**src/rtl/qpsk_frame_gen_pkg.sv**
```systemverilog
// Shared types, LFSR taps and symbol-mapping helpers for the QPSK frame generator.
package qpsk_frame_gen_pkg;

    typedef enum logic [2:0] {
        IDLE,
        PREAMBLE,
        SYNC,
        PAYLOAD,
        GAP
    } state_t;

    localparam int          PRBS_TAP_OUT      = 8;
    localparam int          PRBS_TAP_FB       = 4;
    localparam logic [31:0] SYNC_WORD_DEFAULT = 32'hEB90_146F;

    // One Fibonacci step of x^9+x^5+1; the output bit is s[8] before the shift.
    function automatic logic [8:0] prbs_step1(input logic [8:0] s);
        return {s[7:0], s[PRBS_TAP_OUT] ^ s[PRBS_TAP_FB]};
    endfunction

    function automatic logic [1:0] prbs_dibit_of(input logic [8:0] s);
        logic [8:0] s1;
        s1 = prbs_step1(s);
        return {s[PRBS_TAP_OUT], s1[PRBS_TAP_OUT]};
    endfunction

    function automatic logic [1:0] gray_map(input logic [1:0] d);
        return {d[1], d[1] ^ d[0]};
    endfunction

endpackage

```
**src/rtl/qpsk_frame_gen_if.sv**
```systemverilog
// Symbol stream between the frame generator (master) and the modulator (slave).
interface qpsk_frame_gen_if;
    logic       en;
    logic [1:0] base_data;
    logic       sym_valid;
    logic       frame_start;
    logic       in_payload;

    modport master (input en, output base_data, sym_valid, frame_start, in_payload);
    modport slave  (output en, input base_data, sym_valid, frame_start, in_payload);
endinterface

```
**src/rtl/qpsk_frame_gen_prbs9_dibit.sv**
```systemverilog
// PRBS-9 source producing two bits per step; also used by the demod-side checker.
module prbs9_dibit
    import qpsk_frame_gen_pkg::*;
#(
    parameter logic [8:0] SEED = 9'h1FF
) (
    input  logic       clk,
    input  logic       rst,
    input  logic       load,
    input  logic       step,
    output logic [1:0] dibit
);
    logic [8:0] s_q;
    logic [8:0] base;

    // With load and step together the seed's dibit is consumed in the same edge.
    assign base  = load ? SEED : s_q;
    assign dibit = prbs_dibit_of(s_q);

    always_ff @(posedge clk) begin
        if (rst)
            s_q <= SEED;
        else if (step)
            s_q <= prbs_step1(prbs_step1(base));
        else if (load)
            s_q <= SEED;
    end
endmodule

```
**src/rtl/qpsk_frame_gen.sv**
```systemverilog
// Framed QPSK symbol source: preamble, sync word, PRBS-9 payload, idle gap.
// Build option QPSK_GRAY_MAP_EN Gray-codes every dibit before it is registered.
module qpsk_frame_gen
    import qpsk_frame_gen_pkg::*;
#(
    parameter int unsigned CLK_DIV      = 1200,
    parameter int unsigned PREAMBLE_LEN = 16,
    parameter logic [31:0] SYNC_WORD    = SYNC_WORD_DEFAULT,
    parameter int unsigned PAYLOAD_LEN  = 256,
    parameter int unsigned GAP_LEN      = 8,
    parameter logic [8:0]  PRBS_SEED    = 9'h1FF
) (
    input  logic                clk,
    input  logic                rst,
    qpsk_frame_gen_if.master    bus
);
    state_t      state_q, state_d;
    logic [15:0] idx_q, idx_d;
    logic [15:0] div_q;
    logic        tick;
    logic [1:0]  dibit_d, sym_mapped, prbs_dibit;
    logic        fs_d, pay_d, prbs_load, prbs_step;
    logic [31:0] sync_sh;
    logic [1:0]  base_q;
    logic        sv_q, fs_q, pay_q;

    assign tick = (div_q == 16'(CLK_DIV - 1));

    prbs9_dibit #(.SEED(PRBS_SEED)) u_prbs (
        .clk   (clk),
        .rst   (rst),
        .load  (prbs_load & tick),
        .step  (prbs_step & tick),
        .dibit (prbs_dibit)
    );

    // Next-symbol decode: describes what gets presented at the coming tick.
    always_comb begin
        state_d   = state_q;
        idx_d     = idx_q + 16'd1;
        dibit_d   = 2'b00;
        fs_d      = 1'b0;
        pay_d     = 1'b0;
        prbs_load = 1'b0;
        prbs_step = 1'b0;
        sync_sh   = SYNC_WORD << {idx_q[3:0] + 4'd1, 1'b0};
        case (state_q)
            IDLE: begin
                state_d = PREAMBLE;
                idx_d   = '0;
                fs_d    = 1'b1;
            end
            PREAMBLE: begin
                if (idx_q == 16'(PREAMBLE_LEN - 1)) begin
                    state_d = SYNC;
                    idx_d   = '0;
                    dibit_d = SYNC_WORD[31:30];
                end else begin
                    dibit_d = {2{~idx_q[0]}};
                end
            end
            SYNC: begin
                if (idx_q == 16'd15) begin
                    state_d   = PAYLOAD;
                    idx_d     = '0;
                    prbs_load = 1'b1;
                    prbs_step = 1'b1;
                    dibit_d   = prbs_dibit_of(PRBS_SEED);
                    pay_d     = 1'b1;
                end else begin
                    dibit_d = sync_sh[31:30];
                end
            end
            PAYLOAD: begin
                if (idx_q == 16'(PAYLOAD_LEN - 1)) begin
                    idx_d = '0;
                    if (GAP_LEN == 0) begin
                        state_d = PREAMBLE;
                        fs_d    = 1'b1;
                    end else begin
                        state_d = GAP;
                    end
                end else begin
                    prbs_step = 1'b1;
                    dibit_d   = prbs_dibit;
                    pay_d     = 1'b1;
                end
            end
            GAP: begin
                if (idx_q == 16'(GAP_LEN - 1)) begin
                    state_d = PREAMBLE;
                    idx_d   = '0;
                    fs_d    = 1'b1;
                end
            end
            default: begin
                state_d = IDLE;
                idx_d   = '0;
            end
        endcase
    end

`ifdef QPSK_GRAY_MAP_EN
    assign sym_mapped = gray_map(dibit_d);
`else
    assign sym_mapped = dibit_d;
`endif

    always_ff @(posedge clk) begin
        if (rst || !bus.en) begin
            state_q <= IDLE;
            idx_q   <= '0;
            div_q   <= '0;
            base_q  <= 2'b00;
            sv_q    <= 1'b0;
            fs_q    <= 1'b0;
            pay_q   <= 1'b0;
        end else begin
            sv_q <= tick;
            fs_q <= 1'b0;
            if (tick) begin
                div_q   <= '0;
                state_q <= state_d;
                idx_q   <= idx_d;
                base_q  <= sym_mapped;
                fs_q    <= fs_d;
                pay_q   <= pay_d;
            end else begin
                div_q <= div_q + 16'd1;
            end
        end
    end

    assign bus.base_data   = base_q;
    assign bus.sym_valid   = sv_q;
    assign bus.frame_start = fs_q;
    assign bus.in_payload  = pay_q;
endmodule

```
**src/flat_wrapper.sv**
```systemverilog
// flat-port wrapper written by rule: the top's interface ports become plain ports
module qpsk_frame_gen_flat import qpsk_frame_gen_pkg::*;
#(
    parameter int unsigned CLK_DIV      = 1200,
    parameter int unsigned PREAMBLE_LEN = 16,
    parameter logic [31:0] SYNC_WORD    = SYNC_WORD_DEFAULT,
    parameter int unsigned PAYLOAD_LEN  = 256,
    parameter int unsigned GAP_LEN      = 8,
    parameter logic [8:0]  PRBS_SEED    = 9'h1FF
)
  (clk, rst, bus_en, bus_base_data, bus_sym_valid, bus_frame_start, bus_in_payload);
  qpsk_frame_gen_if bus_i ();
  input  logic clk;
  input  logic rst;
  input wire logic [$bits(bus_i.en)-1:0] bus_en;
  output wire logic [$bits(bus_i.base_data)-1:0] bus_base_data;
  output wire logic [$bits(bus_i.sym_valid)-1:0] bus_sym_valid;
  output wire logic [$bits(bus_i.frame_start)-1:0] bus_frame_start;
  output wire logic [$bits(bus_i.in_payload)-1:0] bus_in_payload;
  assign bus_i.en = bus_en;
  assign bus_base_data = bus_i.base_data;
  assign bus_sym_valid = bus_i.sym_valid;
  assign bus_frame_start = bus_i.frame_start;
  assign bus_in_payload = bus_i.in_payload;
  qpsk_frame_gen #(.CLK_DIV(CLK_DIV), .PREAMBLE_LEN(PREAMBLE_LEN), .SYNC_WORD(SYNC_WORD), .PAYLOAD_LEN(PAYLOAD_LEN), .GAP_LEN(GAP_LEN), .PRBS_SEED(PRBS_SEED)) u_core (.clk(clk), .rst(rst), .bus(bus_i));
endmodule
```
**config.mk**
```make
export PLATFORM = sky130hd
export DESIGN_NAME = qpsk_frame_gen_flat
export DESIGN_NICKNAME = d
export VERILOG_FILES = /design/src/rtl/qpsk_frame_gen_pkg.sv /design/src/rtl/qpsk_frame_gen_if.sv /design/src/rtl/qpsk_frame_gen_prbs9_dibit.sv /design/src/rtl/qpsk_frame_gen.sv /design/src/flat_wrapper.sv
export SDC_FILE = /design/constraint.sdc
export NUM_CORES = 1
export LEC_CHECK = 0
export CORE_MARGIN = 10
export CORE_UTILIZATION = 60
export DETAILED_ROUTE_END_ITERATION = 12
export PLACE_DENSITY = 0.88
export SYNTH_ARGS = -nofsm -noshare
export SYNTH_HDL_FRONTEND = slang
export SYNTH_HIERARCHICAL = 1
export SYNTH_SLANG_ARGS = --single-unit
```
**constraint.sdc**
```tcl
create_clock -name clk -period 5.4 [get_ports clk]
set_input_delay 0.81 -clock clk [delete_from_list [all_inputs] [get_ports clk]]
set_output_delay 0.81 -clock clk [all_outputs]
set_load 0.01 [all_outputs]
```
# Word level (Yosys, flattened, before mapping)
# Index checks and enable logic that the tools add are counted.
[word_totals]
ramBits = 0
output_inout_bits = 5
latchBits = 0
wordCells = 58
in_bits = 3
n_memories = 0
mem_bits_ro = 0
ff_bits = 49
[op_classes]
bitwise_logic = 6
mul = 0
n_shift = 1
add_sub_neg = 3
reduce_logical = 7
muxes = 21
div_mod_pow = 0
order_cmp = 0
eq_ne = 12
[ops]
columns = ["operator", "count"]
rows = [
  ["16-bit 2-to-1 mux", 3],
  ["16-bit one-hot mux with 3 select lines", 1],
  ["16-bit by 1-bit adder with 16-bit output (second input constant)", 2],
  ["32-bit by 5-bit << shifter with 32-bit output (first input constant)", 1],
  ["9-bit 2-to-1 mux", 2],
  ["16-bit by 11-bit equality test with 1-bit output (second input constant)", 1],
  ["16-bit by 3-bit equality test with 1-bit output (second input constant)", 1],
  ["16-bit by 4-bit equality test with 1-bit output (second input constant)", 1],
  ["16-bit by 8-bit equality test with 1-bit output (second input constant)", 1],
  ["3-bit one-hot mux with 5 select lines", 1],
  ["3-bit 2-to-1 mux", 4],
  ["2-bit by 1-bit != test with 1-bit output (second input constant)", 4],
  ["3-bit by 2-bit equality test with 1-bit output (second input constant)", 2],
  ["2-bit 2-to-1 mux", 3],
  ["2-bit one-hot mux with 3 select lines", 1],
  ["2-bit OR reduction", 3],
  ["5-bit AND reduction", 1],
  ["4-bit by 1-bit adder with 4-bit output (second input constant)", 1],
  ["1-bit 2-to-1 mux", 4],
  ["1-bit one-hot mux with 2 select lines", 2],
  ["3-bit by 1-bit equality test with 1-bit output (second input constant)", 1],
  ["3-bit equality test (second input constant)", 1],
  ["3-bit logical NOT", 1],
  ["1-bit bitwise AND", 2],
  ["other kinds (4)", 6],
]

# Depth between registers and ports, before layout
[logic_depth]
depth_word = 7
depth_mapped = 9

# Cells and area by module
# Netlist, hierarchy kept.
[modules_own_cells]
columns = ["module", "cells_per_inst", "area_per_inst_um2", "n_inst"]
rows = [
  ["qpsk_frame_gen", 263, 2214.6, 1],
  ["prbs9_dibit", 35, 379.1, 1],
]

# Least setup slack after synthesis
# OpenSTA, ideal clock, no wires.
[synth_timing]
path_kind = "register to register"
startpoint = "register u_core.idx_q[0]"
endpoint = "register u_core.state_q[1]"
arrival_ns = 1.857
t_required_ns = 5.275
stages_incl_launch_ff = 9
setup_ns = 0.125
slack_ns = 3.418
path_cell_list = "dfxtp_1 ha_1 and2_1 a41oi_1 a221o_1 buf_6 buf_2 o211ai_1 o31ai_1"
[synth_via]
elab_chain_cells = 3
[synth_rtl]
columns = ["item", "line", "source"]
rows = [
  ["from (decl)", "qpsk_frame_gen.sv:18", "logic [15:0] idx_q, idx_d;"],
  ["from (signal assigned)", "qpsk_frame_gen.sv:124", "idx_q <= idx_d;"],
  ["16-bit by 3-bit equality test with 1-bit output (tied with other cells)", "qpsk_frame_gen.sv:90", "if (idx_q == 16'(GAP_LEN - 1)) begin"],
  ["2-bit by 1-bit != test with 1-bit output (no line)", "n/a", ""],
  ["5-bit AND reduction (no line) *", "n/a", ""],
  ["to (signal assigned)", "qpsk_frame_gen.sv:123", "state_q <= state_d;"],
  ["to (decl)", "qpsk_frame_gen.sv:17", "state_t state_q, state_d;"],
]
# Every way passes the cells marked *; elsewhere a longest branch is shown, timed or not.
# A chain may end at the register's enable or synchronous reset.

# Final worst setup path
[layout_timing]
startpoint = "register u_core.idx_q[2]"
endpoint = "register u_core.idx_q[11]"
[layout_via]
elab_chain_cells = 3
[layout_rtl]
columns = ["item", "line", "source"]
rows = [
  ["16-bit by 1-bit adder with 16-bit output (tied with other cells)", "qpsk_frame_gen.sv:40", "idx_d = idx_q + 16'd1;"],
  ["16-bit 2-to-1 mux (on tied branches)", "n/a", ""],
  ["16-bit one-hot mux with 3 select lines *", "qpsk_frame_gen.sv:47", "case (state_q)"],
]
# Marks and branches as above.

==> metrics.cfg <==
[route]
drc = 0
vias = 2170
routedWlPerCell_um = 15.0
totalWireLength_mm = 5.22
drtAntennaViolNets = 0
drt_pre_antenna_iters = 5
via_per_inst = 6.25
drtIter0Drc = 119

[synth]
synthMuxAreaShare = 0.0468
synth_flop_cell = dfxtp_1
synth_xor_area_frac = 0.0675
synth-edff-count = 0
syn_nets = 308
ys_warn_count = 6
synthCells = 298
synth_simple_gate_area_frac = 0.290
synth_most_common_cell = dfxtp_1
synth_seq_cells = 49
yosys.area.top_type = dfxtp_1
avgSynthCellArea_um2 = 8.70
yosysTopAreaCellShare = 0.378
ys_types = 51
synth_top_family_by_area = simple AND/OR/NAND/NOR gates
ys_async_sr_fraction = 0
synth_area_um2 = 2590
yosys-top-cells-count = 49 x dfxtp_1, 29 x nand2_1, 24 x nor2_1, 20 x nand3_1, 16 x o21ai_0
synth-compound-area-share = 0.128
netlist_top_cells_area = dfxtp_1 38%, mux2i_1 4.2%, nand2_1 4.2%, nand3_1 3.9%, nor2_1 3.5%
yosysSeqAreaShare = 0.378
synthAdderAreaFrac = 0.0338

[global_routing]
grt_pass1_vias = 2049
grt_max_degree = 27
gr-usage-all-layers = 0.143
grt_pass1_wl_mm = 8.96
antenna_found_initial = 0
overflow = 0

[worst_setup_path]
crit_path_max_incr_delay_ns = 0.76
path_class = reg -> reg
cp.required_ns = 5.63
path_delay_family = compound AO/OA/AOI/OAI gates
crit_path_start = u_core/idx_q[2]$_SDFFE_PP0P_
cp_slowest_cell = a221o_1
cp-end-kind = register
crit_fanout = 26
path_buf_inv = 0
path_depth = 6
crit_path_start_kind = register
rrSetupSlack_ns = 2.65
crit_chain = ha_1 > and4_4 > a41oi_1 > a221o_1 > nand2_1 > o21ai_0
worstReg2RegEnd = u_core/idx_q[11]$_SDFFE_PP0P_
rr_worst_depth = 6
critical_path_arrival_ns = 2.98
cp-endpoint = u_core/idx_q[11]$_SDFFE_PP0P_
rr_startpoint = u_core/idx_q[2]$_SDFFE_PP0P_

[sta]
final_max_slew_viol_count = 0
worst_pin_slew_ns = 1.04
fin_crit_ns = 2.75
clock_skew_ns = 0.00626
rsz0062_at_grt = no
whs_ns = 0.458
fmax_ghz = 0.363
setup_viol = 0
hold_viol_final = 0
fin_tns_setup_ns = 0
maxSlewHeadroom = 0.304
finalCritPeriodShare = 0.510
setup_slack_ns = 2.65

[clock_tree]
cts-resized-gates = 0
htree_levels = 2
clock_latency_ns = 0.31
ctsHoldBuffers = 0
clock_sinks = 49
cts_setup_buffers = 0
numCtsBuffers = 5
tritoncts = done
clk_path_buf_depth = 2
cts_root_buf = clkbuf_8
clk_pin_slew_ns = 0.09

[final_layout]
nets = 306
drive_gt1_frac = 0.0640
fillers = 334
syn_to_final_growth_pct = 6.13
antennaDiodeCount = 0

[die]
core-area_um2 = 4090
initial_utilization = 0.635
die-area_um2 = 7350
die_y_um = 85.8
num_rows = 23
die_x_um = 85.8
io_pins = 8

[pwr]
ir_drop_mv = 0.157
leakage_nw = 0.938
fin_total_pwr_uw = 648
power.density_nw_per_um2 = 235

[job]
maxCapViolCount = 0

[placed_design]
io_buffers = 7
post-place-ws_ns = 2.68
hpwl_mm = 3.57
gp_congestion = 0.814

[run_status]
status = completed

[hold_path]
hp-class = reg -> reg

## power breakdown
part           switching, mW  internal, mW
Clock                  0.124         0.151
Sequential          0.000495         0.362
Combinational        0.00761       0.00337
Total                  0.132         0.516
## sequential cells by signal (all words and copies together), names as in the netlist
register                cells
u_core/div_q               16
u_core/idx_q               16
u_core/u_prbs/s_q           9
u_core/state_q              3
u_core/bus.base_data        2
u_core/bus.frame_start      1
u_core/bus.in_payload       1
u_core/bus.sym_valid        1
## cell families (layout without fill, tap and decap cells)
group | Yosys count | count (layout)
compound gates | 51 | 51
xor+xnor | 20 | 20
fa+ha+maj | 7 | 7
buf+inv | 28 | 27
flops | 49 | 49
mux | 12 | 12
simple gates | 131 | 131
## worst min-delay path by stage
stage / start / to / slack (ns) / depth (start not counted)
2_1_floorplan: u_core/div_q[0]$_SDFF_PP0_ / u_core/div_q[0]$_SDFF_PP0_ / 0.42 / 1
3_3_place_gp: u_core/div_q[0]$_SDFF_PP0_ / u_core/div_q[0]$_SDFF_PP0_ / 0.43 / 1
3_5_place_dp: u_core/div_q[0]$_SDFF_PP0_ / u_core/div_q[0]$_SDFF_PP0_ / 0.45 / 1
4_1_cts: u_core/div_q[0]$_SDFF_PP0_ / u_core/div_q[0]$_SDFF_PP0_ / 0.47 / 1
5_1_grt: u_core/div_q[0]$_SDFF_PP0_ / u_core/div_q[0]$_SDFF_PP0_ / 0.49 / 1
6_report: u_core/div_q[0]$_SDFF_PP0_ / u_core/div_q[0]$_SDFF_PP0_ / 0.46 / 1
## placed cells by master, fill, tap and decap left out, types with 2 or more instances in the layout
cell	Yosys	routed
clkbuf_8	0	6
nor3_1	3	3
mux2i_1	11	11
inv_1	11	11
a21oi_1	9	9
nor2b_1	2	2
and3_1	11	11
nand3b_1	2	2
or3_1	4	4
o21bai_1	3	3
and4_1	2	2
dfxtp_1	49	49
clkdlybuf4s50_1	0	7
nor4_4	3	3
xnor2_1	10	10
nand2_1	29	29
a31oi_1	6	6
o21ai_0	16	16
nor2_1	24	24
nand3_1	20	20
and2_1	5	5
ha_1	7	7
o211ai_1	5	5
a41oi_1	2	2
xor2_1	10	10
nand2b_1	2	2
nand4_1	9	9
nor4b_1	5	5
a2111o_1	2	2
## per-stage QoR
stage | cell area (µm²) | utilization | cells
after floorplan | 2590 | - | 298
after global placement | 2630 | 0.644 | 339
after detailed placement | 2630 | 0.644 | 339
after CTS | 2750 | 0.674 | 347
after global routing | 2750 | 0.674 | 347
final | 2750 | 0.674 | 347
## per-layer routing
metal,vias up,share of wire,track usage
met5,-,0,0
met2,52,0.48,0.237
met3,11,0.036,0.0360
met4,0,0.016,0.0719
li1,1064,-,-
met1,1043,0.46,0.168
## layout make-up
| type | instances | area [µm²] | share of cell area |
|---|---|---|---|
| clock buffers | 6 | 82.6 | 0.0300 |
| flip-flops and latches | 49 | 981 | 0.356 |
| clock inverters | 2 | 37.5 | 0.0136 |
| multi-input cells | 221 | 1470 | 0.534 |
| repair buffers | 8 | 77.6 | 0.0282 |
| inverters | 11 | 41.3 | 0.0150 |
| well taps | 50 | 62.6 | 0.0227 |
## worst register-to-register path: cells and delay by family (launching register included)
kind,cells,cell delay (ns)
AOI/OAI and AO/OA,3,1.41
and+or+nand+nor,2,0.57
adders and majority gates,1,0.29
DFF,1,0.41
Note: power is estimated with default switching activity, not from simulation.
